==> src/rtl/agu_split_pkg.sv <==
// agu_split_pkg: types shared by the address-generation/split unit and its
// neighbours.
//   - lsu_op_e        LSU opcodes seen by the AGU
//   - agu_exc_e       exception codes produced by the AGU
//   - BranchProv      branch/flush broadcast
//   - EX_UOp          load/store uop entering the AGU
//   - AGU_SPLIT_UOp   address-generated uop leaving towards the LSU
// Address/data fields are sized for the widest configuration (64 bits). A
// 32-bit instance uses the low half and drives the upper bits to zero.
package agu_split_pkg;

    localparam int XLEN_MAX  = 64;
    localparam int WMASK_MAX = XLEN_MAX / 8;
    localparam int SQN_W     = 7;
    localparam int TAG_W     = 7;
    localparam int NM_W      = 5;
    localparam int PC_W      = 32;

    typedef enum logic [3:0] {
        LSU_LB, LSU_LH, LSU_LW, LSU_LD,
        LSU_LBU, LSU_LHU, LSU_LWU, LSU_FLW,
        LSU_SB, LSU_SH, LSU_SW, LSU_SD, LSU_FSW
    } lsu_op_e;

    typedef enum logic [1:0] {
        EXC_NONE, EXC_NULLPTR, EXC_MISALIGNED, EXC_ILLEGAL
    } agu_exc_e;

    typedef enum logic {
        ST_IDLE, ST_SECOND
    } split_state_e;

    typedef struct packed {
        logic             taken;
        logic [SQN_W-1:0] sqN;
    } BranchProv;

    typedef struct packed {
        logic                valid;
        logic [XLEN_MAX-1:0] srcA;
        logic [XLEN_MAX-1:0] srcB;
        logic [11:0]         imm;
        lsu_op_e             opcode;
        logic [PC_W-1:0]     pc;
        logic [TAG_W-1:0]    tagDst;
        logic [NM_W-1:0]     nmDst;
        logic [SQN_W-1:0]    sqN;
        logic [SQN_W-1:0]    storeSqN;
        logic [SQN_W-1:0]    loadSqN;
        logic                compressed;
    } EX_UOp;

    typedef struct packed {
        logic                 valid;
        logic [XLEN_MAX-1:0]  addr;
        logic [XLEN_MAX-1:0]  data;
        logic [WMASK_MAX-1:0] wmask;
        logic [2:0]           shamt;
        logic [1:0]           size;
        logic                 signExtend;
        logic                 isLoad;
        logic                 part;
        logic                 split;
        agu_exc_e             exception;
        logic [PC_W-1:0]      pc;
        logic [TAG_W-1:0]     tagDst;
        logic [NM_W-1:0]      nmDst;
        logic [SQN_W-1:0]     sqN;
        logic [SQN_W-1:0]     storeSqN;
        logic [SQN_W-1:0]     loadSqN;
        logic                 compressed;
    } AGU_SPLIT_UOp;

    // log2 of the access size in bytes.
    function automatic logic [1:0] op_size(input lsu_op_e op);
        case (op)
            LSU_LB, LSU_LBU, LSU_SB: op_size = 2'd0;
            LSU_LH, LSU_LHU, LSU_SH: op_size = 2'd1;
            LSU_LD, LSU_SD:          op_size = 2'd3;
            default:                 op_size = 2'd2;
        endcase
    endfunction

    function automatic logic op_is_load(input lsu_op_e op);
        return op inside {LSU_LB, LSU_LH, LSU_LW, LSU_LD,
                          LSU_LBU, LSU_LHU, LSU_LWU, LSU_FLW};
    endfunction

    function automatic logic op_sign_ext(input lsu_op_e op);
        return op inside {LSU_LB, LSU_LH, LSU_LW, LSU_LD};
    endfunction

endpackage

==> src/rtl/agu_split_lanes.sv <==
// agu_lanes: byte-lane generation for one access.
//   size      in   log2 of access bytes
//   offset    in   byte offset of the address inside an XLEN word
//   data      in   store data, right-aligned
//   crossing  out  access runs past the end of the XLEN word
//   wmask_p0  out  byte mask of the lanes inside the first word
//   data_p0   out  data shifted left into the first word
//   wmask_p1  out  byte mask of the lanes spilling into the next word
//   data_p1   out  data shifted right into the next word
// A non-crossing access has wmask_p1 == 0 and uses only the p0 outputs.
module agu_lanes
    import agu_split_pkg::*;
#(
    parameter  int XLEN = 32,
    localparam int NB   = XLEN / 8,
    localparam int OFFW = $clog2(XLEN / 8)
) (
    input  logic [1:0]      size,
    input  logic [OFFW-1:0] offset,
    input  logic [XLEN-1:0] data,
    output logic            crossing,
    output logic [NB-1:0]   wmask_p0,
    output logic [XLEN-1:0] data_p0,
    output logic [NB-1:0]   wmask_p1,
    output logic [XLEN-1:0] data_p1
);

    logic [3:0]        bytes;
    logic [2*NB-1:0]   one_wide;
    logic [2*NB-1:0]   mask_full;
    logic [2*NB-1:0]   mask_wide;
    logic [2*XLEN-1:0] data_wide;

    // Shifting into a double-width word gives both parts at once: the low
    // half lands in the addressed word, the high half in the next one.
    // NOTE: every variable assigned here gets a value on every path, so no
    // latch can be inferred.
    always_comb begin
        bytes     = 4'd1 << size;
        one_wide  = '0;
        one_wide[0] = 1'b1;
        mask_full = (one_wide << bytes) - one_wide;
        mask_wide = mask_full << offset;
        data_wide = {{XLEN{1'b0}}, data} << {offset, 3'b000};
        crossing  = (int'(offset) + int'(bytes)) > NB;
        wmask_p0  = mask_wide[NB-1:0];
        wmask_p1  = mask_wide[2*NB-1:NB];
        data_p0   = data_wide[XLEN-1:0];
        data_p1   = data_wide[2*XLEN-1:XLEN];
    end

endmodule

==> src/rtl/agu_split.sv <==
// agu_split: address generation for loads/stores with optional splitting of
// accesses that cross an XLEN word boundary into two aligned uops.
//   clk        in   clock
//   rst        in   asynchronous active-low reset
//   en         in   unit enable
//   IN_branch  in   branch/flush broadcast
//   IN_uop     in   load/store uop
//   OUT_ready  out  IN_uop accepted this cycle
//   IN_ready   in   downstream LSU takes OUT_uop this cycle
//   OUT_uop    out  registered address-generated uop
// Parameters: XLEN (32/64), SPLIT_EN (split vs. misaligned trap),
// NULL_TRAP (trap on address 0).
module agu_split
    import agu_split_pkg::*;
#(
    parameter int XLEN      = 32,
    parameter int SPLIT_EN  = 1,
    parameter int NULL_TRAP = 1
) (
    input  logic         clk,
    input  logic         rst,
    input  logic         en,
    input  BranchProv    IN_branch,
    input  EX_UOp        IN_uop,
    output logic         OUT_ready,
    input  logic         IN_ready,
    output AGU_SPLIT_UOp OUT_uop
);

    localparam int NB   = XLEN / 8;
    localparam int OFFW = $clog2(NB);

    logic [XLEN-1:0]  src_a, src_b, imm_sext, addr, addr_aligned;
    logic [OFFW-1:0]  offset;
    logic [1:0]       size;
    logic             misaligned, crossing, do_split;
    logic             flush_in, flush_out, accept;
    logic [SQN_W-1:0] age_in, age_out;
    agu_exc_e         exc;
    logic [NB-1:0]    wmask_p0, wmask_p1;
    logic [XLEN-1:0]  data_p0, data_p1;
    AGU_SPLIT_UOp     new_uop, out_d, out_q;
    split_state_e     state_d, state_q;
    logic [XLEN-1:0]  p1_addr_d, p1_addr_q, p1_data_d, p1_data_q;
    logic [NB-1:0]    p1_wmask_d, p1_wmask_q;
    logic             unused_bits;

    assign unused_bits  = ^{IN_uop.srcA, IN_uop.srcB};
    assign src_a        = IN_uop.srcA[XLEN-1:0];
    assign src_b        = IN_uop.srcB[XLEN-1:0];
    assign imm_sext     = {{(XLEN-12){IN_uop.imm[11]}}, IN_uop.imm};
    assign addr         = src_a + imm_sext;
    assign addr_aligned = {addr[XLEN-1:OFFW], {OFFW{1'b0}}};
    assign offset       = addr[OFFW-1:0];
    assign size         = op_size(IN_uop.opcode);

    agu_lanes #(.XLEN(XLEN)) u_lanes (
        .size     (size),
        .offset   (offset),
        .data     (src_b),
        .crossing (crossing),
        .wmask_p0 (wmask_p0),
        .data_p0  (data_p0),
        .wmask_p1 (wmask_p1),
        .data_p1  (data_p1)
    );

    always_comb begin
        case (size)
            2'd0:    misaligned = 1'b0;
            2'd1:    misaligned = addr[0];
            2'd2:    misaligned = |addr[1:0];
            default: misaligned = |addr[2:0];
        endcase
    end

    always_comb begin
        exc = EXC_NONE;
        if (size == 2'd3 && XLEN == 32)
            exc = EXC_ILLEGAL;
        else if (NULL_TRAP != 0 && addr == '0)
            exc = EXC_NULLPTR;
        else if (SPLIT_EN == 0 && misaligned)
            exc = EXC_MISALIGNED;
    end

    // A crossing access is always misaligned, so with SPLIT_EN=0 it already
    // carries an exception and never reaches the split path.
    assign do_split = (SPLIT_EN != 0) && crossing && (exc == EXC_NONE);

    // A uop is younger than the branch (and flushed) when the wrapped
    // difference sqN - branch.sqN is strictly positive in two's complement.
    assign age_in    = IN_uop.sqN - IN_branch.sqN;
    assign age_out   = out_q.sqN - IN_branch.sqN;
    assign flush_in  = IN_branch.taken && !age_in[SQN_W-1] && (age_in != '0);
    assign flush_out = out_q.valid && IN_branch.taken &&
                       !age_out[SQN_W-1] && (age_out != '0);

    // rst gates the handshake directly so OUT_ready is low for the whole
    // reset window, not only after the first clock edge.
    assign accept = rst && en && IN_uop.valid && (state_q == ST_IDLE) &&
                    (!out_q.valid || IN_ready) && !flush_in;

    assign OUT_ready = accept;
    assign OUT_uop   = out_q;

    always_comb begin
        new_uop            = '0;
        new_uop.valid      = 1'b1;
        new_uop.addr[XLEN-1:0]  = do_split ? addr_aligned : addr;
        new_uop.data[XLEN-1:0]  = data_p0;
        new_uop.wmask[NB-1:0]   = (exc == EXC_NONE) ? wmask_p0 : '0;
        new_uop.shamt[OFFW-1:0] = offset;
        new_uop.size       = size;
        new_uop.signExtend = op_sign_ext(IN_uop.opcode);
        new_uop.isLoad     = op_is_load(IN_uop.opcode);
        new_uop.part       = 1'b0;
        new_uop.split      = do_split;
        new_uop.exception  = exc;
        new_uop.pc         = IN_uop.pc;
        new_uop.tagDst     = IN_uop.tagDst;
        new_uop.nmDst      = IN_uop.nmDst;
        new_uop.sqN        = IN_uop.sqN;
        new_uop.storeSqN   = IN_uop.storeSqN;
        new_uop.loadSqN    = IN_uop.loadSqN;
        new_uop.compressed = IN_uop.compressed;
    end

    // Part 1 reuses the pass-through fields of part 0 still sitting in the
    // output register; only address, mask, data and part change.
    always_comb begin
        out_d      = out_q;
        state_d    = state_q;
        p1_addr_d  = p1_addr_q;
        p1_data_d  = p1_data_q;
        p1_wmask_d = p1_wmask_q;

        if (out_q.valid && IN_ready)
            out_d.valid = 1'b0;
        if (flush_out)
            out_d.valid = 1'b0;

        case (state_q)
            ST_IDLE: begin
                if (accept) begin
                    out_d = new_uop;
                    if (do_split) begin
                        state_d    = ST_SECOND;
                        p1_addr_d  = addr_aligned + XLEN'(NB);
                        p1_data_d  = data_p1;
                        p1_wmask_d = wmask_p1;
                    end
                end
            end
            ST_SECOND: begin
                if (flush_out) begin
                    state_d = ST_IDLE;
                end else if (IN_ready) begin
                    out_d.valid               = 1'b1;
                    out_d.addr                = '0;
                    out_d.addr[XLEN-1:0]      = p1_addr_q;
                    out_d.data                = '0;
                    out_d.data[XLEN-1:0]      = p1_data_q;
                    out_d.wmask               = '0;
                    out_d.wmask[NB-1:0]       = p1_wmask_q;
                    out_d.part                = 1'b1;
                    state_d                   = ST_IDLE;
                end
            end
            default: state_d = ST_IDLE;
        endcase
    end

    // NOTE: state updates use non-blocking assignments so every flop samples
    // the pre-edge values computed above; the datapath fields are cleared too,
    // which keeps the output struct a single reset group.
    always_ff @(posedge clk or negedge rst) begin
        if (!rst) begin
            out_q      <= '0;
            state_q    <= ST_IDLE;
            p1_addr_q  <= '0;
            p1_data_q  <= '0;
            p1_wmask_q <= '0;
        end else begin
            out_q      <= out_d;
            state_q    <= state_d;
            p1_addr_q  <= p1_addr_d;
            p1_data_q  <= p1_data_d;
            p1_wmask_q <= p1_wmask_d;
        end
    end

endmodule

==> config.mk <==
export PLATFORM = sky130hd
export DESIGN_NAME = agu_split
export DESIGN_NICKNAME = d
export VERILOG_FILES = /design/src/rtl/agu_split_pkg.sv /design/src/rtl/agu_split_lanes.sv /design/src/rtl/agu_split.sv
export SDC_FILE = /design/constraint.sdc
export NUM_CORES = 1
export LEC_CHECK = 0
export ABC_AREA = 1
export BUFFER_PORTS_ARGS = -buffer_cell sky130_fd_sc_hd__buf_2
export CAP_MARGIN = 20
export CORE_AREA = 10 10 212 214
export DETAILED_ROUTE_END_ITERATION = 7
export DIE_AREA = 0 0 222 224
export PLACE_DENSITY = 0.56
export SYNTH_ARGS = -nofsm -noshare
export SYNTH_HDL_FRONTEND = slang
export SYNTH_SLANG_ARGS = --single-unit
==> constraint.sdc <==
create_clock -name clk -period 2.9 [get_ports clk]
set_input_delay 0.29 -clock clk [delete_from_list [all_inputs] [get_ports clk]]
set_output_delay 0.29 -clock clk [all_outputs]
set_load 0.02 [all_outputs]
-- Word-level counts from Yosys, hierarchy flattened
Memory sizes are Yosys's and may differ from the RTL's.
Cells that the tools add are included.
W data, S select, Z words.
- flip-flop bits (word level): 282
- bits in latches: 0
- RAM bits: 0
- ROM bits: 32
- bits of input ports: 223
- output and inout bits: 215
- logic and storage cells: 91
- memories kept: 1
- memories (name ; depth ; width ; rd ports ; clocked after memory_dff ; wr ports ; line ; RTL):
    (no name shown) ; 16 ; 2 ; 1 ; 0 ; 0 ; agu_split_pkg.sv:76 ; case (op)
- $add $sub $neg: 6
- multiply operators: 0
- divide/modulo/power cells: 0
- order comparisons: 1
- eq/ne operators: 11
- shift-type cells: 4
- multiplexer cells: 18
- bitwise operators: 1
- reductions and logical operators: 27
- operators with widths (operator ; number):
    $mux W137 ; 2
    $pmux W137 S2 ; 1
    $mux W214 ; 1
    $shl A32 B5 Y64 ; 1
    $add A32 B3 Y32 const B ; 1
    $add A32 B32 Y32 ; 1
    $gt A32 B4 Y1 const B ; 1
    $logic_not A32 Y1 ; 1
    $eq A4 B3 Y1 const B ; 4
    $reduce_bool A7 Y1 ; 2
    $sub A7 B7 Y7 ; 2
    $logic_and A1 B1 Y1 ; 12
    $mux W1 ; 9
    $eq A4 B2 Y1 const B ; 2
    $reduce_bool A8 Y1 ; 1
    $shl A1 B4 Y8 const A ; 1
    $shl A8 B2 Y8 ; 1
    $sub A8 B1 Y8 const B ; 1
    $ne A2 B2 Y1 const B ; 3
    $reduce_and A3 Y1 ; 2
    $add A2 B4 Y5 ; 1
    $eq A4 B1 Y1 const B ; 1
    $logic_not A1 Y1 ; 4
    $logic_not A4 Y1 ; 1
    other kinds (10) ; 12

-- Longest topological paths before layout
Gate-level depths: netlist of the first run.
- depth after elaboration: 9
- gate-level depth with buffers: 23
- gate-level depth less buffers: 22

-- By module
A second synthesis of the first run with hierarchy kept.
- cell total of the unflattened synthesis: 2121
- area total of the unflattened synthesis: 14176.1 µm²
- modules (own cells, without submodules) (module ; instances ; cells an instance ; area an instance (µm²) ; sequential area each (µm²)):
    agu_split ; 1 ; 1853 ; 12908.6 ; 5305.1
    agu_lanes ; 1 ; 268 ; 1267.5 ; 0.0

-- Worst setup path before layout of the first run
Ideal clock, no wire load.
- path kind: input to register
- start: input IN_uop[70] (netlist bit)
- end: register p1_addr_q[30]
- setup time: 65 ps
- arrival: 2791 ps
- required time: 2835 ps
- setup slack: 45 ps
- stages: 12
- buffers on the path: 2
- path through: ha_1 -> fa_1 -> fa_1 -> xnor2_1 -> inv_1 -> o21ai_0 -> inv_1 -> nor3_4 -> buf_6 -> buf_6 -> nand3_2 -> nand2_1
- word-level cells in the longest chain between the ends: 7
- elaborated cells on any way between the ends: 10
- classes of those cells: 3 x add/sub; 1 x order compare; 2 x mux; 4 x reduce/logical
- ends and longest elaborated chain (what ; line ; RTL):
    start, declared ; agu_split.sv:24 ; input EX_UOp IN_uop,
    $add A32 B32 Y32 * ; agu_split.sv:52 ; assign addr = src_a + imm_sext;
    net addr[1] ; agu_split.sv:33 ; logic [XLEN-1:0] src_a, src_b, imm_sext, addr, addr_aligned;
    parallel branches: the longest is 4 deep, another holds $gt A32 B4 Y1 ; - ;
    $logic_and A1 B1 Y1 * ; agu_split.sv:89 ; assign do_split = (SPLIT_EN != 0) && crossing && (exc == EXC_NONE);
    $reduce_and A3 Y1 (no line) * ; - ;
    end signal, assigned ; agu_split.sv:187 ; p1_addr_q <= p1_addr_d;
    end, declared ; agu_split.sv:44 ; logic [XLEN-1:0] p1_addr_d, p1_addr_q, p1_data_d, p1_data_q;
Mark *: on every way through the listed nets, which the timed path passes.
A chain may end at the register's enable or synchronous reset.

-- Worst setup path after layout of the first run
- start: input IN_uop[20] (netlist bit)
- end: output OUT_ready
- word-level cells in the longest chain between the ends: 6
- elaborated cells on any way between the ends: 7
- classes of those cells: 1 x add/sub; 6 x reduce/logical
- ends and longest elaborated chain (what ; line ; RTL):
    $sub A7 B7 Y7 * ; agu_split.sv:93 ; assign age_in = IN_uop.sqN - IN_branch.sqN;
    parallel branches: the longest is 2 deep, another holds $reduce_bool A7 Y1 ; - ;
    $logic_and A1 B1 Y1 * ; agu_split.sv:95 ; assign flush_in = IN_branch.taken && !age_in[SQN_W-1] && (age_in != '0);
    $logic_not A1 Y1 * ; agu_split.sv:102 ; (!out_q.valid || IN_ready) && !flush_in;
    $logic_and A1 B1 Y1 * ; agu_split.sv:102 ;
    end, declared ; agu_split.sv:25 ; output logic OUT_ready,
Mark *: on every way between the ends.

==> out/metrics.cfg, run 1 <==
[pwr]
power_density_nw_per_um2 = 716
power.total_uw = 13100
internal-power_uw = 7920
ir_worst_vdd_uv = 439
seq_power_share_pct = 34.1
p_clk_share_pct = 26.2
netSwitchingPower_uw = 5170
p_leak_uw = 0.0104
comb_power_share_pct = 39.7
p_sw_share_pct = 39.5

[cts]
cts-root-buf = clkbuf_16
clkLatencyLatePin_ns = 0.52
cts-htree-levels = 1
cts_tree = done
cts.clk_slew.worst_paths_ns = 0.06
clock_sinks = 204
cts_buffers = 23
cts.path.max_buffers = 3

[synth]
synth_top_cell_by_area = dfrtp_1
yosysTopAreaCellShare_pct = 37.5
syn_inst = 2012
synth_edf_count = 0
yosysUniqueCellTypes = 39
ys_ff_latch = 204
ys_top_cells_by_count = nand2_1 (870), inv_1 (213), dfrtp_1 (204)
synthFlopType = dfrtp_1
syn_area_um2 = 13600
yosysWarnings = 0
syn_area_per_cell_um2 = 6.77
async_flop_share_pct = 100
synth.most_common_cell = nand2_1
synth.area.top_cells = dfrtp_1 (37%), nand2_1 (24%), nand3_1 (5.9%)
synth-seq-area-share_pct = 37.5

[hold_path]
hold_start = IN_uop[1]
worstHoldPathType = input port to register

[timing]
fin_tns_setup_ns = 0
hold_viol = 0
slew_headroom_pct = 33.9
setup_viol = 0
fmax_mhz = 362
hold_ws_ns = 0.0256
skew_ns = 0.00950
worst_slack_ns = 0.140
timing.final.crit_share_pct = 95.2
min_period_ns = 2.76
slew_violations = 0
worst_slew_pin_slew_ns = 0.991

[grt]
grt_start_max_net_pins = 132
antenna_found_initial = 1
grt_pass1_wl_um = 76500
grt-ovfl-total = 0
track_usage_pct = 18.5
grt_pass1_vias = 14200

[critical_path]
critical_path_class = input port to primary output
timing.rr.start = OUT_uop[15]$_DFFE_PN0P_
crit_start = IN_uop[20]
worst_ep_required_time_ns = 2.61
path_max_fanout = 28
crit_arrival_ns = 2.47
crit_path_end_kind = primary output
start_kind = input port

[floorplan]
ioPinCount = 438
coreArea_um2 = 40600
rows = 74
die_y_um = 224
initial_core_util_pct = 33.6
dieArea_um2 = 49700
die_x_um = 222

[route]
firstDrtPassIters = 5
wl_per_cell_um = 15.9
wirelength_um = 48700
avgViaCountPerCell = 4.62
vias = 14100
drtIter0Drc = 949
antenna_left = 0
drt_drc_violations_left = 0

[cells_and_area]
fill_cells = 4195
drive_gt1_share_pct = 22.6
multiInputGateArea_um2 = 7140
fin_nets = 2776
register_area_um2 = 5100
fin_cells = 3051
syn_to_final_growth_pct = 34.2

[placed_design]
place_ws_ns = -0.305
place_inst = 2942
dp_hpwl_um = 37400
port_buffers = 304
gp_congestion = 0.894

[job]
drv_cap = 0

[outcome]
status = finished clean

-- kinds of logic after synthesis --
group | after synthesis | synth area share (%)
AOI/OAI and AO/OA | 142 | 6.06
buffers and inverters | 359 | 12.4
and+or+nand+nor | 1228 | 37.5
other | 1 | 0.0275
DFF | 204 | 37.5
xor gates and xnor gates | 27 | 1.74
adders and majority gates | 51 | 4.90
-- final cells by class --
| class | instances | area share (%) |
|---|---|---|
| Tap cell | 532 | 3.64 |
| Clock inverter | 14 | 1.40 |
| Clock buffer | 27 | 3.39 |
| Inverter | 222 | 4.68 |
| Multi-Input combinational cell | 1517 | 39.0 |
| Antenna cell | 1 | 0.0137 |
| Sequential cell | 204 | 27.9 |
| Timing Repair Buffer | 534 | 19.9 |
-- metal layers --
| layer | vias up | global-route usage, % | routed length (um) |
|---|---|---|---|
| met5 | - | 0 | 0 |
| met2 | 379 | 32.6 | 23800 |
| met4 | 0 | 5.51 | 1380 |
| met3 | 85 | 2.67 | 2190 |
| li1 | 7141 | - | - |
| met1 | 6505 | 23.1 | 21300 |
-- critical path: stages --
cell,delay [ns]
dlygate4sd3_1,0.55
buf_2,0.14
ha_1,0.31
a21oi_1,0.21
xor2_1,0.18
nor2_1,0.05
nand2_1,0.10
nand2_4,0.12
clkinv_8,0.13
buf_12,0.18
buf_2,0.19
-- timing repair --
| item | 4_1_cts | 5_1_grt |
|---|---|---|
| gates resized for setup | 2 | 19 |
| pin swaps | 0 | 5 |
| buffers inserted | 0 | 1 |
| hold buffers | 63 | 0 |
| hold endpoints to repair | 192 | 0 |
| endpoints found under the setup margin | 26 | 81 |
| cloned | 0 | 3 |
-- worst paths after layout --
check,to,slack (ns),depth (start not counted)
max,OUT_ready,0.14,11
min,OUT_uop[1]$_DFFE_PN0P_,0.03,3
max reg2reg,OUT_uop[104]$_DFFE_PN0P_,0.20,14
min reg2reg,OUT_uop[70]$_DFFE_PN0P_,0.47,2
max in group asynchronous,p1_data_q[13]$_DFFE_PN0P_,0.80,4
min in group asynchronous,OUT_uop[11]$_DFFE_PN0P_,0.49,3
-- cell usage in the layout, fill, tap and decap left out, types with 62 or more instances in the layout --
| cell type | Yosys | final |
|---|---|---|
| buf_4 | 69 | 150 |
| inv_1 | 213 | 211 |
| dlygate4sd3_1 | 0 | 63 |
| conb_1 | 1 | 69 |
| nor2_1 | 106 | 105 |
| nand3_1 | 161 | 160 |
| dfrtp_1 | 204 | 204 |
| o21ai_0 | 65 | 62 |
| buf_2 | 13 | 303 |
| nand2_1 | 870 | 868 |
-- state kept, by name, summed over array words and instances, names as in the netlist --
name	count
p1_addr_q	30
p1_wmask_q	4
OUT_uop	145
state_q	1
p1_data_q	24
-- power groups by stage --
stage | Combinational [uW] | Sequential, uW | Clock, uW
after floorplan | 2180 | 5300 | 0
after global placement | 5060 | 4460 | 0
after detailed placement | 5100 | 4500 | 0
after CTS | 5200 | 4460 | 3490
after global routing | 5780 | 4600 | 3610
final | 5190 | 4470 | 3430
-- per-stage QoR --
stage / utilization, % / instance area [um2]
2_1_floorplan: - / 13900
3_5_place_dp: 41.0 / 16600
6_report: 45.1 / 18300
3_3_place_gp: 41.0 / 16600
4_1_cts: 44.7 / 18100
5_1_grt: 45.1 / 18300
(Power assumes the default switching activity.)
==> run 2, diff against run 1 <==
--- a/config.mk
+++ b/config.mk
@@ -8,9 +8,9 @@
 export ABC_AREA = 1
 export BUFFER_PORTS_ARGS = -buffer_cell sky130_fd_sc_hd__buf_2
 export CAP_MARGIN = 20
-export CORE_AREA = 10 10 212 214
+export CORE_AREA = 10 10 235 193
 export DETAILED_ROUTE_END_ITERATION = 7
-export DIE_AREA = 0 0 222 224
+export DIE_AREA = 0 0 245 203
 export PLACE_DENSITY = 0.56
 export SYNTH_ARGS = -nofsm -noshare
 export SYNTH_HDL_FRONTEND = slang
==> out/metrics.cfg, run 2 (synthesis results as in run 1) <==
[cts]
cts.clk_slew.worst_paths_ns = 0.06
cts-root-buf = clkbuf_16
clkLatencyLatePin_ns = 0.52
cts_setup_buffers = 0
cts_tree = done
cts-htree-levels = 1
cts.path.max_buffers = 3
clock_sinks = 204
cts_buffers = 21

[timing]
hold_viol = 0
min_period_ns = 2.75
skew_ns = 0.0202
hold_ws_ns = 0.0284
fin_tns_setup_ns = 0
timing.final.crit_share_pct = 94.9
worst_slack_ns = 0.148
slew_violations = 0
fmax_mhz = 363
worst_slew_pin_slew_ns = 0.904
setup_viol = 0
slew_headroom_pct = 39.8

[critical_path]
crit_start = IN_branch[0]
timing.rr.start = OUT_uop[15]$_DFFE_PN0P_
r2r_cells = 15
r2r-end = OUT_uop[168]$_DFFE_PN0P_
crit_path_end_kind = primary output
slowest_delay_ns = 0.42
start_kind = input port
reg2reg_setup_slack_ns = 0.23
worst_ep_required_time_ns = 2.61
path_max_fanout = 33
cp.depth = 14
critical_path_class = input port to primary output
crit_arrival_ns = 2.46
cp-endpoint = OUT_ready
path_buf_inv = 4
slowest_stage = fa_1
crit_chain = buf_2, ha_1, fa_1, o21ai_2, nand2_1, nand2_1, a21oi_1, xor2_1, nor2_1, nand2_1, nand2_4, clkinv_8, buf_16, buf_2
crit_top_cell = nand2_1
path_delay_family = buffers and inverters

[floorplan]
coreArea_um2 = 40300
die_y_um = 203
dieArea_um2 = 49700
initial_core_util_pct = 33.8
die_x_um = 245
rows = 66
ioPinCount = 438

[cells_and_area]
mostFrequentLayoutCell = nand2_1
fill_cells = 4310
syn_to_final_growth_pct = 33.2
fin_nets = 2779
drive_gt1_share_pct = 22.6
largest_register_ffs = 145
final_cell_mix = nand2_1 (868), buf_2 (303), inv_1 (211), dfrtp_1 (204), nand3_1 (160)

[pwr]
power_density_nw_per_um2 = 695
p_leak_uw = 0.0104
ir_worst_vdd_uv = 447

[route]
maxUsedRoutingLayer = met4
wl_met2_um = 23300
wl_met1_um = 21900
avgViaCountPerCell = 4.58
antenna_left = 0
drtIter0Drc = 953
wirelength_um = 49200
vias = 14100
drt_drc_violations_left = 0
route.met3.wl_um = 2700
wl_per_cell_um = 16.0
firstDrtPassIters = 5

[placed_design]
port_buffers = 304
dp_hpwl_um = 38200
place_ws_ns = -0.283
gp_congestion = 0.900

[grt]
grt-ovfl-total = 0
grt_start_max_net_pins = 125
grt_pass1_vias = 13900
grt_pass1_wl_um = 77000
antenna_found_initial = 6
track_usage_pct = 19.1

[job]
drv_cap = 0

[outcome]
status = finished clean

[hold_path]
worstHoldPathType = input port to register

run 2: cell types whose count changed in the layout (fill, tap and decap cells not counted), sizes merged, moves of 3 or more:
cell | before | now
buf | 467 | 476
clkinv | 6 | 11
diode | 1 | 6
bufinv | 7 | 4
clkbuf | 31 | 28
clkinvlp | 3 | 0
run 2: repair_timing:
item | 4_1_cts | 5_1_grt
hold buffers | 61 | 0
hold endpoints to repair | 70 | 0
gates resized for setup | 1 | 15
cloned | 0 | 1
endpoints found under the setup margin | 1 | 68
run 2: power breakdown:
part | leakage, uW | total [uW] | switching, uW | internal (uW)
logic | 0.00737 | 5180 | 3320 | 1860
registers | 0.00261 | 4480 | 595 | 3880
clock network | 0.000371 | 2960 | 1190 | 1770
total | 0.0104 | 12600 | 5100 | 7510
run 2: per-stage QoR:
stage,std cells,total power (uW),util [%],area [um2]
3_3_place_gp,2964,9550,41.4,16700
2_1_floorplan,2080,7480,-,13900
3_5_place_dp,2964,9620,41.4,16700
6_report,3070,12600,45.0,18100
5_1_grt,3070,13500,45.0,18100
4_1_cts,3063,12700,44.8,18100
run 2: layer usage:
layer	global-route usage, %	vias to the layer above
met4	5.25	0
met5	0	-
met1	24.9	6504
li1	-	7142
met3	3.95	72
met2	31.4	335
run 2: how the worst min path moves through the flow:
| stage | start | to | depth (start not counted) |
|---|---|---|---|
| after floorplan | rst | OUT_uop[0]$_DFFE_PN0P_ | 0 |
| after global placement | rst | OUT_uop[110]$_DFFE_PN0P_ | 1 |
| after detailed placement | rst | OUT_uop[110]$_DFFE_PN0P_ | 1 |
| after CTS | IN_uop[68] | OUT_uop[71]$_DFFE_PN0P_ | 2 |
| after global routing | IN_uop[44] | OUT_uop[44]$_DFFE_PN0P_ | 3 |
| final | IN_uop[68] | OUT_uop[71]$_DFFE_PN0P_ | 2 |
run 2: area by class of cell:
| cell class | instances | area (um2) | share of cell area [%] |
|---|---|---|---|
| diodes | 6 | 15.0 | 0.0827 |
| clock buffers | 26 | 574 | 3.16 |
| clock inverters | 12 | 168 | 0.924 |
| inverters | 222 | 851 | 4.69 |
| multi-input cells | 1517 | 7120 | 39.2 |
| flip-flops and latches | 204 | 5100 | 28.1 |
| well taps | 544 | 681 | 3.75 |
| repair buffers | 539 | 3630 | 20.0 |
==> run 3, diff against run 2 <==
--- a/config.mk
+++ b/config.mk
@@ -12,6 +12,8 @@
 export DETAILED_ROUTE_END_ITERATION = 7
 export DIE_AREA = 0 0 245 203
 export PLACE_DENSITY = 0.56
+export RECOVER_POWER = 100
+export REMOVE_ABC_BUFFERS = 1
 export SYNTH_ARGS = -nofsm -noshare
 export SYNTH_HDL_FRONTEND = slang
 export SYNTH_SLANG_ARGS = --single-unit
==> out/metrics.cfg, run 3 (synthesis results as in run 1) <==
[floorplan]
ioPinCount = 438
die_x_um = 245
dieArea_um2 = 49700
initial_core_util_pct = 33.8
rows = 66
coreArea_um2 = 40300
die_y_um = 203

[cells_and_area]
mostFrequentLayoutCell = nand2_1
fin_nets = 2792
largest_register_ffs = 145
syn_to_final_growth_pct = 33.0
drive_gt1_share_pct = 17.2
final_cell_mix = nand2_1 (868), inv_1 (211), dfrtp_1 (204), nand3_1 (160), buf_2 (160)
fin_cells = 3078

[grt]
grt_pass1_wl_um = 76000
grt_start_max_net_pins = 76
grt_pass1_vias = 13800
track_usage_pct = 18.6
grt-ovfl-total = 0
antenna_found_initial = 1

[placed_design]
dp_hpwl_um = 37500
place_ws_ns = -0.201
place_inst = 2968
port_buffers = 304
gp_congestion = 0.898

[cts]
cts_setup_buffers = 0
clock_sinks = 204
clkLatencyLatePin_ns = 0.51
cts_buffers = 22
cts-htree-levels = 1
cts.path.max_buffers = 3
cts.clk_slew.worst_paths_ns = 0.06
cts_tree = done
cts-root-buf = clkbuf_16

[timing]
timing.final.crit_share_pct = 94.9
worst_slack_ns = 0.147
slew_violations = 150
skew_ns = 0.00966
min_period_ns = 2.75
fmax_mhz = 363
worst_slew_pin_slew_ns = 1.83
hold_viol = 0
setup_viol = 0
slew_headroom_pct = -22.0

[critical_path]
crit_arrival_ns = 2.46
crit_path_end_kind = primary output
worst_ep_required_time_ns = 2.61
path_delay_family = buffers and inverters
crit_top_cell = buf_2
crit_chain = dlygate4sd3_1, buf_2, ha_1, a21oi_1, xor2_1, nor2_1, nand2_1, nand2_4, inv_6, buf_12, buf_2
path_buf_inv = 5
critical_path_class = input port to primary output
start_kind = input port
slowest_delay_ns = 0.53
slowest_stage = dlygate4sd3_1
path_max_fanout = 22

[route]
drt_drc_violations_left = 0
wirelength_um = 49500
firstDrtPassIters = 5
wl_per_cell_um = 16.1
drtIter0Drc = 933
antenna_left = 0
avgViaCountPerCell = 4.57
vias = 14100

[outcome]
status = complete, but fails checks
violations = capacitance limit, slew limit

[pwr]
power.total_uw = 12400
internal-power_uw = 7280
p_sw_share_pct = 41.5
ir_worst_vdd_uv = 411
power_density_nw_per_um2 = 687
p_leak_uw = 0.00992
netSwitchingPower_uw = 5160
p_clk_share_pct = 23.5
seq_power_share_pct = 36.1
comb_power_share_pct = 40.4

[job]
drv_cap = 2

[hold_path]
worstHoldPathType = input port to register

[run 3: cell count changes in the layout (fill, tap and decap cells not counted), sizes merged]
cell | before | now
diode | 6 | 1
clkinv | 11 | 6
clkinvlp | 0 | 1
bufinv | 4 | 2
clkbuf | 28 | 183
inv | 219 | 221
buf | 476 | 334
dlygate4sd3 | 61 | 65
[run 3: what timing repair did]
action,CTS,global route
hold buffers,65,0
pin swaps,0,3
resized for setup,3,20
setup endpoints to repair,37,71
endpoints found under the hold margin,65,0
cloned,0,5
[run 3: final cells by class]
cell class,count,area (um2)
diodes,1,2.50
clock buffers,32,639
clock inverters,7,91.3
fillers,4252,22200
inverters,222,853
multi-input cells,1517,7150
flip-flops and latches,204,5100
well taps,544,681
repair buffers,550,3590
repair inverters,1,5.00
[run 3: path summary, 6_finish.rpt]
kind                                           start                        end  slack [ns]  depth (start not counted)
setup / recovery                          IN_uop[20]                  OUT_ready        0.15                         11
max in group asynchronous                        rst    OUT_uop[26]$_DFFE_PN0P_        0.51                          3
setup reg to reg             OUT_uop[15]$_DFFE_PN0P_   OUT_uop[105]$_DFFE_PN0P_        0.26                         16
hold reg to reg            p1_wmask_q[3]$_DFFE_PN0P_  p1_wmask_q[3]$_DFFE_PN0P_        0.47                          2
hold / removal                            IN_uop[68]    OUT_uop[71]$_DFFE_PN0P_        0.01                          2
min in group asynchronous                        rst  p1_data_q[21]$_DFFE_PN0P_        0.28                          2
[run 3: power by group through the flow]
stage	Sequential [uW]	Combinational, uW	Clock (uW)
after global placement	4450	5050	0
final	4490	5030	2920
after detailed placement	4480	5130	0
after CTS	4460	5220	2990
after global routing	4620	5590	3140
after floorplan	5300	2050	0
[run 3: per-stage QoR]
step                hold slack [ns]  setup TNS, ns  utilization [%]  instance area (um2)
floorplan                  -0.00559        -694.96                -                13000
global placement              0.111         -11.46             41.6                16800
detailed placement            0.113         -14.37             41.6                16800
CTS                        0.000922              0             45.0                18100
global route                0.00370       -0.00424             45.0                18100
finish                       0.0143              0             45.0                18100
[run 3: per-layer routing]
metal	vias to the layer above	part of all wire [%]	track usage, %
met2	310	47	30.7
li1	7183	-	-
met5	-	0	0
met1	6512	46	25.0
met3	59	4.6	2.82
met4	0	2.2	4.43
